[src/rtl/timer_v.sv]
// Auto-reloading down-counter: loads data_in, counts to 1, then reloads or idles.
// cnt_one flags the terminal count and is decoded from registered state only.
module timer_v #(
    parameter int WIDTH = 4
) (
    input  logic             i_clk,
    input  logic             rst_n,
    input  logic [WIDTH-1:0] data_in,
    output logic [WIDTH-1:0] cnt_out,
    input  logic             enable,
    output logic             cnt_one
);

    typedef enum logic {
        IDLE  = 1'b0,
        COUNT = 1'b1
    } state_t;

    localparam logic [WIDTH-1:0] CNT_ZERO = '0;
    localparam logic [WIDTH-1:0] CNT_ONE  = WIDTH'(1);

    state_t           state;
    state_t           state_nxt;
    logic [WIDTH-1:0] cnt_nxt;
    logic             din_zero;
    logic             at_term;

    assign din_zero = (data_in == CNT_ZERO);
    // Treat any value <= 1 as terminal so the counter can never wrap in COUNT.
    assign at_term  = (cnt_out <= CNT_ONE);

    // rst_n is active-high despite its name.
    always_ff @(posedge i_clk) begin
        if (rst_n) begin
            state   <= IDLE;
            cnt_out <= CNT_ZERO;
        end else begin
            state   <= state_nxt;
            cnt_out <= cnt_nxt;
        end
    end

    always_comb begin
        state_nxt = state;
        cnt_nxt   = cnt_out;
        case (state)
            IDLE: begin
                cnt_nxt = CNT_ZERO;
                if (enable && !din_zero) begin
                    cnt_nxt   = data_in;
                    state_nxt = COUNT;
                end
            end
            COUNT: begin
                if (enable) begin
                    if (!at_term) begin
                        cnt_nxt = cnt_out - CNT_ONE;
                    end else if (!din_zero) begin
                        cnt_nxt = data_in;
                    end else begin
                        cnt_nxt   = CNT_ZERO;
                        state_nxt = IDLE;
                    end
                end
            end
            default: begin
                cnt_nxt   = CNT_ZERO;
                state_nxt = IDLE;
            end
        endcase
    end

    assign cnt_one = (state == COUNT) && (cnt_out == CNT_ONE);

endmodule

[config.mk]
export PLATFORM = sky130hd
export DESIGN_NAME = timer_v
export DESIGN_NICKNAME = d
export VERILOG_FILES = /design/src/rtl/timer_v.sv
export SDC_FILE = /design/constraint.sdc
export NUM_CORES = 1
export LEC_CHECK = 0
export CORE_AREA = 2 2 39 41
export CTS_BUF_LIST = sky130_fd_sc_hd__clkbuf_4
export DETAILED_ROUTE_END_ITERATION = 8
export DIE_AREA = 0 0 41 43
export SLEW_MARGIN = 10
export SYNTH_ARGS = -nofsm -noshare
export SYNTH_HDL_FRONTEND = slang
export SYNTH_SLANG_ARGS = --single-unit
[constraint.sdc]
create_clock -name i_clk -period 2.15 [get_ports i_clk]
set_input_delay 0.5375 -clock i_clk [delete_from_list [all_inputs] [get_ports i_clk]]
set_output_delay 0.5375 -clock i_clk [all_outputs]
set_load 0.02 [all_outputs]
# After elaboration in Yosys (flattened, before gate mapping)
# Index checks and enable logic that the tools add are counted.
[op_classes]
addsub = 1
n_mul = 0
div_mod_pow = 0
magnitude_cmp = 1
n_eq_ne = 2
shift = 0
muxes = 10
n_bitwise = 1
reduce_logical = 4
[op_table]
columns = ["op", "count"]
rows = [
  ["$mux W4", 4],
  ["$pmux W4 S2", 1],
  ["$eq A4 B1 Y1 const B", 1],
  ["$le A4 B1 Y1 const B", 1],
  ["$logic_not A4 Y1", 1],
  ["$mux W1", 4],
  ["$sub A4 B1 Y4 const B", 1],
  ["$logic_and A1 B1 Y1", 2],
  ["$ne A2 B2 Y1 const B", 1],
  ["$pmux W1 S2", 1],
  ["$logic_not A1 Y1", 1],
  ["$not A1 Y1", 1],
]
[totals]
regBits = 5
latch_bits = 0
ramBits = 0
romBits = 0
input_bits = 7
output_inout_bits = 5
word_cells = 21
memories = 0

# Depth between registers and ports, before layout
# Gate-level depths: netlist of run 1.
[logic_depth]
ltp_word = 5
ltp_mapped = 6
ltp_nobuf = 6

# Least setup slack after synthesis of run 1
# OpenSTA, ideal clock, no wires.
[synth_path]
path_type = "register to register"
startpoint = "reg cnt_out[0]"
endpoint = "reg cnt_out[3]"
setup_ps = 79
arrival_time_ps = 1658
t_required_ps = 2071
setup_slack_ps = 413
path_stages_with_launch = 7
n_path_buf = 0
synth_period_minus_slack_ps = 1737
cell_sequence = "dfxtp_1 inv_1 ha_1 or4_1 o211ai_1 a32oi_1 a211oi_2"
[synth_between]
elab_chain_cells = 4
[synth_lines]
columns = ["item", "line_no", "source"]
rows = [
  ["from (decl)", "9", "output logic [WIDTH-1:0] cnt_out,"],
  ["from (signal assigned)", "39", "cnt_out <= cnt_nxt;"],
  ["$sub A4 B1 Y4 or $le A4 B1 Y1 (tied branches)", "57, 30", ""],
  ["$mux W4 *", "56", "if (!at_term) begin"],
  ["$mux W4 *", "55", "if (enable) begin"],
  ["$pmux W4 S2 *", "46", "case (state)"],
]
# Mark *: on every way between the ends. The rest lies on a longest branch, timed or not. The select of a mux whose other input is x is not followed.
# A chain may end at the register's enable or synchronous reset.

# Worst setup path after layout of run 1
[layout_path]
startpoint = "reg cnt_out[2]"
endpoint = "out cnt_one"
[layout_between]
elab_chain_cells = 2
[layout_lines]
columns = ["item", "line_no", "source"]
rows = [
  ["$eq A4 B1 Y1", "73", "assign cnt_one = (state == COUNT) && (cnt_out == CNT_ONE);"],
  ["$logic_and A1 B1 Y1", "73", ""],
  ["to (decl)", "11", "output logic cnt_one"],
]
# Every way passes these cells.

==> metrics.cfg, run 1 <==
[setup_path]
crit_type = register to output pin
cpPeakStageDelay_ps = 360
worstPathArrival_ps = 1400
crit_fanout = 6
startpoint_type = register
slowest_stage = or2_2
endpoint_kind = output pin
crit_chain = or2_2 > nor2_1 > dlygate4sd2_1
cp.required_ps = 1610

[drt]
ant_nets = 0
drcViolationCount = 0
drtIter0Drc = 7
vias = 382
wl_um = 869
viasPerCell = 5.162
wl_per_cell_um = 11.74
first_pass_iters = 4

[layout]
layout_commonest_cell = clkdlybuf4s50_1
nets = 68
final_cell_mix = clkdlybuf4s50_1, inv_1, dfxtp_1
area_growth_pct = 49.63
fin_cells = 74
antenna_cells = 0
drive_gt1_frac = 0.1552
fill_cells = 150

[clock_tree]
clk_path_buf_depth = 2
worstSkewPairLatency_ps = 240
post_cts_buffers = 0
cts_tree = done
root_buffer = clkbuf_4
cts-buffers-inserted = 3
clock-sinks = 5
clk_pin_slew_ps = 40
htree_levels = 1

[global_route]
grt_pass1_vias = 357
grt_pass1_wl_mm = 1.483
antenna_found_initial = 0
grt_use_total = 0.1305
grt_max_degree = 11
grt.overflow.total = 0

[timing]
setup_viol = 0
post-route-period-util = 0.9002
period_needed_ps = 1935
rsz0062_at_grt = no
relSlewSlack = 0.7874
tns_ps = 0
finClkSkew_ps = 0.7827
worstMarginPinSlew_ps = 317.8
hold_viol_final = 0
maxSlewViolCount = 0
layout_setup_ws_ps = 214.6
max_freq_mhz = 516.7

[placed_design]
hpwl_um = 701.5
dp_worst_setup_slack_ps = 187.5
numPlacedInstances = 70
port-buffer-count = 11
gp_congestion = 0.7947

[die]
die_y_um = 43
start_util = 0.2459
pin_count = 12
core_region_area_mm2 = 0.001384
rows = 14
die-area_mm2 = 0.001763
die_x_um = 41

[pwr]
seq_power_share = 0.337
internal-power_uw = 227.8
p_comb_frac = 0.283
power_density_mw_per_mm2 = 626.7
p_sw_frac = 0.2862
power.share.clock = 0.380
ir_worst_vdd_mv = 0.3395
p_leak_uw = 0.0002079
switching_power_uw = 91.34

[synth]
avgSynthCellArea_um2 = 8.103
synth_area_um2 = 340.3
synth_nets = 51
netlist.area_leader.share = 0.2941
ys_top_cells_by_area = dfxtp_1, ha_1, o211ai_1
postSynthCellCount = 42
ys_ff_latch = 5
synth_seq_area_share = 0.2941
synth_area_leader_cell = dfxtp_1
synth.distinct_cells = 24
yosysWarnings = 0

[hold_path]
hold_class = register to register

[outcome]
status = completed

[job]
maxCapViolCount = 0

==> what timing repair did <==
action / 4_1_cts / 5_1_grt
setup endpoints to repair: 1 / 0
gates resized for setup: 1 / 0
hold buffers: 0 / 0
==> layout make-up <==
cell class                      instances  area, µm²  area share
Inverter                                5      18.77     0.03686
Timing Repair Buffer                   13      123.9      0.2432
Sequential cell                         5      100.1      0.1966
Tap cell                               16      20.02     0.03931
Multi-Input combinational cell         31      216.5      0.4251
Clock buffer                            4      30.03     0.05897
==> metrics by stage <==
stage,power [µW],hold slack [ps],utilization,cell area [µm²]
4_1_cts,326.2,557.4,0.3680,509.2
6_report,319.1,548.3,0.3680,509.2
3_3_place_gp,201.0,512.3,0.3472,480.5
3_5_place_dp,199.9,548.9,0.3472,480.5
5_1_grt,339.2,581.1,0.3680,509.2
2_1_floorplan,160.7,524.0,-,340.3
==> worst max-delay path, delay by kind of cell, from the launching register on <==
family	cells	cell delay, ps
buffers and inverters	1	340
DFF	1	340
and+or+nand+nor	2	470
==> cells in the mapped netlist <==
| master | count |
|---|---|
| o31ai_1 | 2 |
| o21bai_1 | 1 |
| nand2_1 | 2 |
| or3_1 | 1 |
| ha_1 | 2 |
| a31oi_1 | 1 |
| nor2_1 | 3 |
| nand2b_1 | 1 |
| o41ai_1 | 1 |
| nor2b_1 | 1 |
| or2_2 | 1 |
| o211ai_1 | 3 |
| o21ai_0 | 1 |
| a21oi_1 | 3 |
| a41o_1 | 1 |
| o21ai_2 | 1 |
| dfxtp_1 | 5 |
| nand3_1 | 2 |
| o311a_1 | 1 |
| inv_1 | 5 |
| a32oi_1 | 1 |
| or4_1 | 1 |
| a211oi_2 | 1 |
| buf_2 | 1 |
==> power by group through the flow <==
stage	Combinational (µW)	Sequential [µW]	Clock [µW]
floorplan	43.3	117	0
global placement	92.0	109	0
detailed placement	90.5	109	0
CTS	90.7	108	128
global route	99.8	108	131
finish	90.3	107	121
==> cells by family after synthesis <==
group                      share of synthesized area
AOI/OAI and AO/OA                             0.3823
DFF                                           0.2941
adders and majority gates                    0.07352
buffers and inverters                        0.06984
and+or+nand+nor                               0.1802
==> layer usage <==
layer / part of all wire / vias to the layer above / GRT usage
met1: 0.42 / 173 / 0.1608
met5: 0 / - / 0
li1: - / 193 / -
met3: 0.071 / 2 / 0.06283
met2: 0.50 / 14 / 0.1750
met4: 0.013 / 0 / 0.08000
==> worst paths after layout <==
path | startpoint | end | slack, ps | cells after the start
min | cnt_out[2] | cnt_out[2] | 550 | 2
max reg2reg | cnt_out[0] | cnt_out[3] | 400 | 7
min reg2reg | cnt_out[2] | cnt_out[2] | 550 | 2
max | cnt_out[2] | cnt_one | 210 | 3
==> flip-flops by register name, summed over array words and instances, names as in the netlist <==
signal	flops
cnt_out	4
state	1
Power figures use the tool's default switching activity.
==> run 2: changes to the inputs <==
ABC_AREA = 1   (was unset)
==> metrics.cfg, run 2 <==
[pwr]
p_leak_uw = 0.0002985
switching_power_uw = 135.2
seq_power_share = 0.300
power_density_mw_per_mm2 = 655.5
power.share.clock = 0.311
p_sw_frac = 0.3491
ir_worst_vdd_mv = 0.4225
internal-power_uw = 252.0
p_comb_frac = 0.389

[clock_tree]
cts_tree = done
worstSkewPairLatency_ps = 240
hold_buffers = 0
cts-buffers-inserted = 3
htree_levels = 1
post_cts_buffers = 0
clock-sinks = 5
clk_pin_slew_ps = 50
cts_resized = 2
root_buffer = clkbuf_4
clk_path_buf_depth = 2

[synth]
synthFlopType = dfxtp_1
netlist.area_leader.share = 0.2346
yosysWarnings = 0
synth_area_um2 = 426.7
synth_nets = 81
synth_area_leader_cell = dfxtp_1
ys_top_cells_by_area = dfxtp_1, nand2_1, nor2_1
avgSynthCellArea_um2 = 5.926
synth_seq_area_share = 0.2346
async_reset_ff_frac = 0
synth_edf_count = 0
postSynthCellCount = 72
synth.distinct_cells = 16
yosys-top-cells-count = nand2_1, nor2_1, inv_1, dfxtp_1, o21ai_0
synth.most_common_cell = nand2_1
ys_ff_latch = 5

[setup_path]
cpPeakStageDelay_ps = 650
worst-path-buf-inv = 1
startpoint_type = register
worstPathArrival_ps = 1350
crit_fanout = 6
reg2reg_to = cnt_out[1]
cp.required_ps = 1610
cpLargestDelayFamily = buffers and inverters
reg2reg_setup_slack_ps = 700
endpoint_kind = output pin
reg2regPathDepth = 8
slowest_stage = clkdlybuf4s50_1
crit_chain = clkdlybuf4s50_1
r2r_start = cnt_out[0]
crit_type = register to output pin

[layout]
final_area_um2 = 590.6
largest_reg_flops = 4
nets = 97
final_cell_mix = nand2_1, nor2_1, inv_1
area_growth_pct = 38.42
top_regs = cnt_out x4, state x1
drive_gt1_frac = 0.1264
fin_cells = 103
final_util = 0.4268
layout_commonest_cell = nand2_1
top_register = cnt_out
antenna_cells = 0

[hold_path]
holdPathStages = 2
min_to = cnt_out[1]
hold_start = cnt_out[1]
hold_class = register to register

[timing]
worstMarginPinSlew_ps = 260.3
setup_viol = 0
relSlewSlack = 0.8262
maxSlewViolCount = 0
post-route-period-util = 0.8792
max_freq_mhz = 529.0
finClkSkew_ps = 6.283
period_needed_ps = 1890
layout_setup_ws_ps = 259.6
rsz0062_at_grt = no
hold_viol_final = 0
tns_ps = 0

[placed_design]
port-buffer-count = 11
placed_area_um2 = 559.3
dp_worst_setup_slack_ps = 203.3
gp_congestion = 0.7734
numPlacedInstances = 99
hpwl_um = 824.2

[drt]
wl_per_cell_um = 10.12
drcViolationCount = 0
ant_nets = 0
wl_mm = 1.042
drtIter0Drc = 8
first_pass_iters = 4
vias = 479
viasPerCell = 4.650

[outcome]
status = completed

[global_route]
grt.overflow.total = 0
grt_max_degree = 8
grt_use_total = 0.1429
grt_pass1_wl_mm = 1.787
grt_pass1_vias = 467
antenna_found_initial = 0

[die]
core_region_area_mm2 = 0.001384
die-area_mm2 = 0.001763
die_y_um = 43
rows = 14
die_x_um = 41
pin_count = 12
start_util = 0.3083

[job]
maxCapViolCount = 0

-- run 2: cells by family (layout without fill, tap and decap cells) --
family / count (synthesis) / count (layout) / share of synthesized area
fa+ha+maj: 2 / 2 / 0.05864
flops: 5 / 5 / 0.2346
simple gates: 42 / 42 / 0.4223
buf+inv: 13 / 28 / 0.1173
compound gates: 10 / 10 / 0.1672
-- run 2: worst max path at each step --
stage	to	startpoint	depth (start not counted)
after floorplan	cnt_one	cnt_out[0]	3
after global placement	cnt_one	cnt_out[0]	4
after detailed placement	cnt_one	cnt_out[0]	4
after CTS	cnt_one	cnt_out[0]	4
after global routing	cnt_one	cnt_out[0]	4
final	cnt_out[2]	cnt_out[2]	1
-- run 2: routing by layer --
metal,share of wire,vias to the layer above,global-route usage
li1,-,254,-
met5,0,-,0
met2,0.50,11,0.2188
met4,0,0,0.03333
met1,0.46,214,0.1942
met3,0.038,0,0.03665
-- run 2: power groups by stage --
stage	Combinational, µW	Sequential [µW]	Clock [µW]
after global routing	167	118	129
after CTS	152	116	124
final	151	116	120
after detailed placement	151	118	0
after floorplan	92.1	125	0
after global placement	152	117	0
-- run 2: stage by stage --
| stage | hold WS (ps) | total power (µW) |
|---|---|---|
| 2_1_floorplan | 586.9 | 217.1 |
| 3_3_place_gp | 559.1 | 268.9 |
| 3_5_place_dp | 570.3 | 268.9 |
| 4_1_cts | 576.7 | 392.8 |
| 5_1_grt | 598.7 | 414.1 |
| 6_report | 578.2 | 387.1 |
-- run 2: cell type report --
| cell class | instances | area (µm²) |
|---|---|---|
| tap | 16 | 20.02 |
| sequential | 5 | 100.1 |
| clock buffer | 4 | 30.03 |
| timing repair buffer | 12 | 116.4 |
| fill | 139 | 793.3 |
| inverter | 12 | 45.04 |
| multi-input combinational | 54 | 279.0 |
==> run 3: changes to the inputs <==
ABC_AREA = unset   (was 1)
GPL_TIMING_DRIVEN = 0   (was unset)
==> metrics.cfg, run 3 (synthesis gave the netlist of run 1 again) <==
[drt]
viasPerCell = 5.236
wl_per_cell_um = 11.83
drtIter0Drc = 15
wl_um = 852
first_pass_iters = 4
vias = 377
ant_nets = 0
drcViolationCount = 0

[pwr]
internal-power_uw = 223.6
power.share.clock = 0.388
ir_worst_vdd_mv = 0.3749
p_comb_frac = 0.258
switching_power_uw = 93.19
seq_power_share = 0.354
power_density_mw_per_mm2 = 645.9
p_sw_frac = 0.2942
p_leak_uw = 0.0001979

[die]
die_y_um = 43
pin_count = 12
die_x_um = 41
start_util = 0.2459
die-area_mm2 = 0.001763
core_region_area_mm2 = 0.001384
rows = 14

[timing]
rsz0062_at_grt = no
relSlewSlack = 0.7771
hold_ws_ps = 532.2
worstMarginPinSlew_ps = 330.0
max_freq_mhz = 513.7
maxSlewViolCount = 0
setup_viol = 0
layout_setup_ws_ps = 203.2
tns_ps = 0
period_needed_ps = 1947
post-route-period-util = 0.9055
hold_viol_final = 0
finClkSkew_ps = 9.861

[global_route]
grt_pass1_vias = 318
grt_max_degree = 11
antenna_found_initial = 0
grt.overflow.total = 0
grt_use_total = 0.1167
grt_pass1_wl_mm = 1.359

[placed_design]
port-buffer-count = 10
hpwl_um = 658.7
gp_congestion = 0.7444
dp_worst_setup_slack_ps = 181.0

[clock_tree]
htree_levels = 1
post_cts_buffers = 0
clock-sinks = 5
hold_buffers = 0
cts_resized = 2
worstSkewPairLatency_ps = 250
cts_tree = done
cts-buffers-inserted = 3
root_buffer = clkbuf_4
clk_path_buf_depth = 2
clk_pin_slew_ps = 50

[setup_path]
cp.required_ps = 1610
startpoint_type = register
crit_type = register to output pin
worstPathArrival_ps = 1410
endpoint_kind = output pin
crit_fanout = 6

[layout]
nets = 66
regArea_um2 = 101.3
antenna_cells = 0
layout_commonest_cell = clkdlybuf4s50_1
top_register = cnt_out
final_util = 0.3544
top_regs = cnt_out x4, state x1
area_growth_pct = 44.12
fill_cells = 155
drive_gt1_frac = 0.1607
largest_reg_flops = 4
final_cell_mix = clkdlybuf4s50_1, inv_1, clkbuf_4, dfxtp_1
multi_input_area_um2 = 216.5

[outcome]
status = completed

[job]
maxCapViolCount = 0

[hold_path]
hold_class = register to register

## run 3: cell types whose count changed in the layout (fill, tap and decap cells not counted), moves of 2 or more
| cell | previous run | this run |
|---|---|---|
| a21oi_2 | 2 | 0 |
| a21oi_1 | 1 | 3 |
| o21ai_0 | 5 | 1 |
| nand4_1 | 2 | 0 |
| o211ai_1 | 1 | 3 |
| inv_1 | 12 | 5 |
| nand2_1 | 19 | 2 |
| nor2_1 | 15 | 3 |
| o31ai_1 | 0 | 2 |
## run 3: layout make-up
| class | count | share of cell area |
|---|---|---|
| repair buffers | 10 | 0.2015 |
| multi-input cells | 31 | 0.4413 |
| plain buffers | 1 | 0.01020 |
| well taps | 16 | 0.04082 |
| inverters | 5 | 0.03827 |
| clock buffers | 4 | 0.06122 |
| flip-flops and latches | 5 | 0.2066 |
## run 3: metal layers
metal | wire (µm) | vias to the layer above | GRT usage
li1 | - | 189 | -
met1 | 341 | 171 | 0.1456
met2 | 433 | 17 | 0.1656
met3 | 77 | 0 | 0.07853
met4 | 0 | 0 | 0.02000
met5 | 0 | - | 0
## run 3: final timing paths
check                                   to  slack [ps]  cells past startpoint        from
worst max register to register  cnt_out[3]         420                      6  cnt_out[1]
worst max-delay path               cnt_one         200                      3  cnt_out[2]
worst min-delay path            cnt_out[0]         530                      2  cnt_out[0]
worst min register to register  cnt_out[0]         530                      2  cnt_out[0]
## run 3: through the flow
stage	cells	instance area, µm²	total power [µW]
finish	72	490.5	316.8
global route	72	490.5	333.1
CTS	72	490.5	320.0
detailed placement	68	460.4	195.6
global placement	68	460.4	194.4
floorplan	42	340.3	160.7
## run 3: power groups by stage
stage / Sequential [µW] / Combinational (µW) / Clock [µW]
final: 112 / 81.7 / 123
after global routing: 114 / 89.1 / 130
after CTS: 112 / 81.9 / 126
after detailed placement: 114 / 82.0 / 0
after global placement: 113 / 80.9 / 0
after floorplan: 117 / 43.3 / 0
## run 3: critical path, stage by stage, from the launching register on
cell,delay (ps)
dfxtp_1,350
or2_2,370
nor2_1,110
dlygate4sd2_1,330
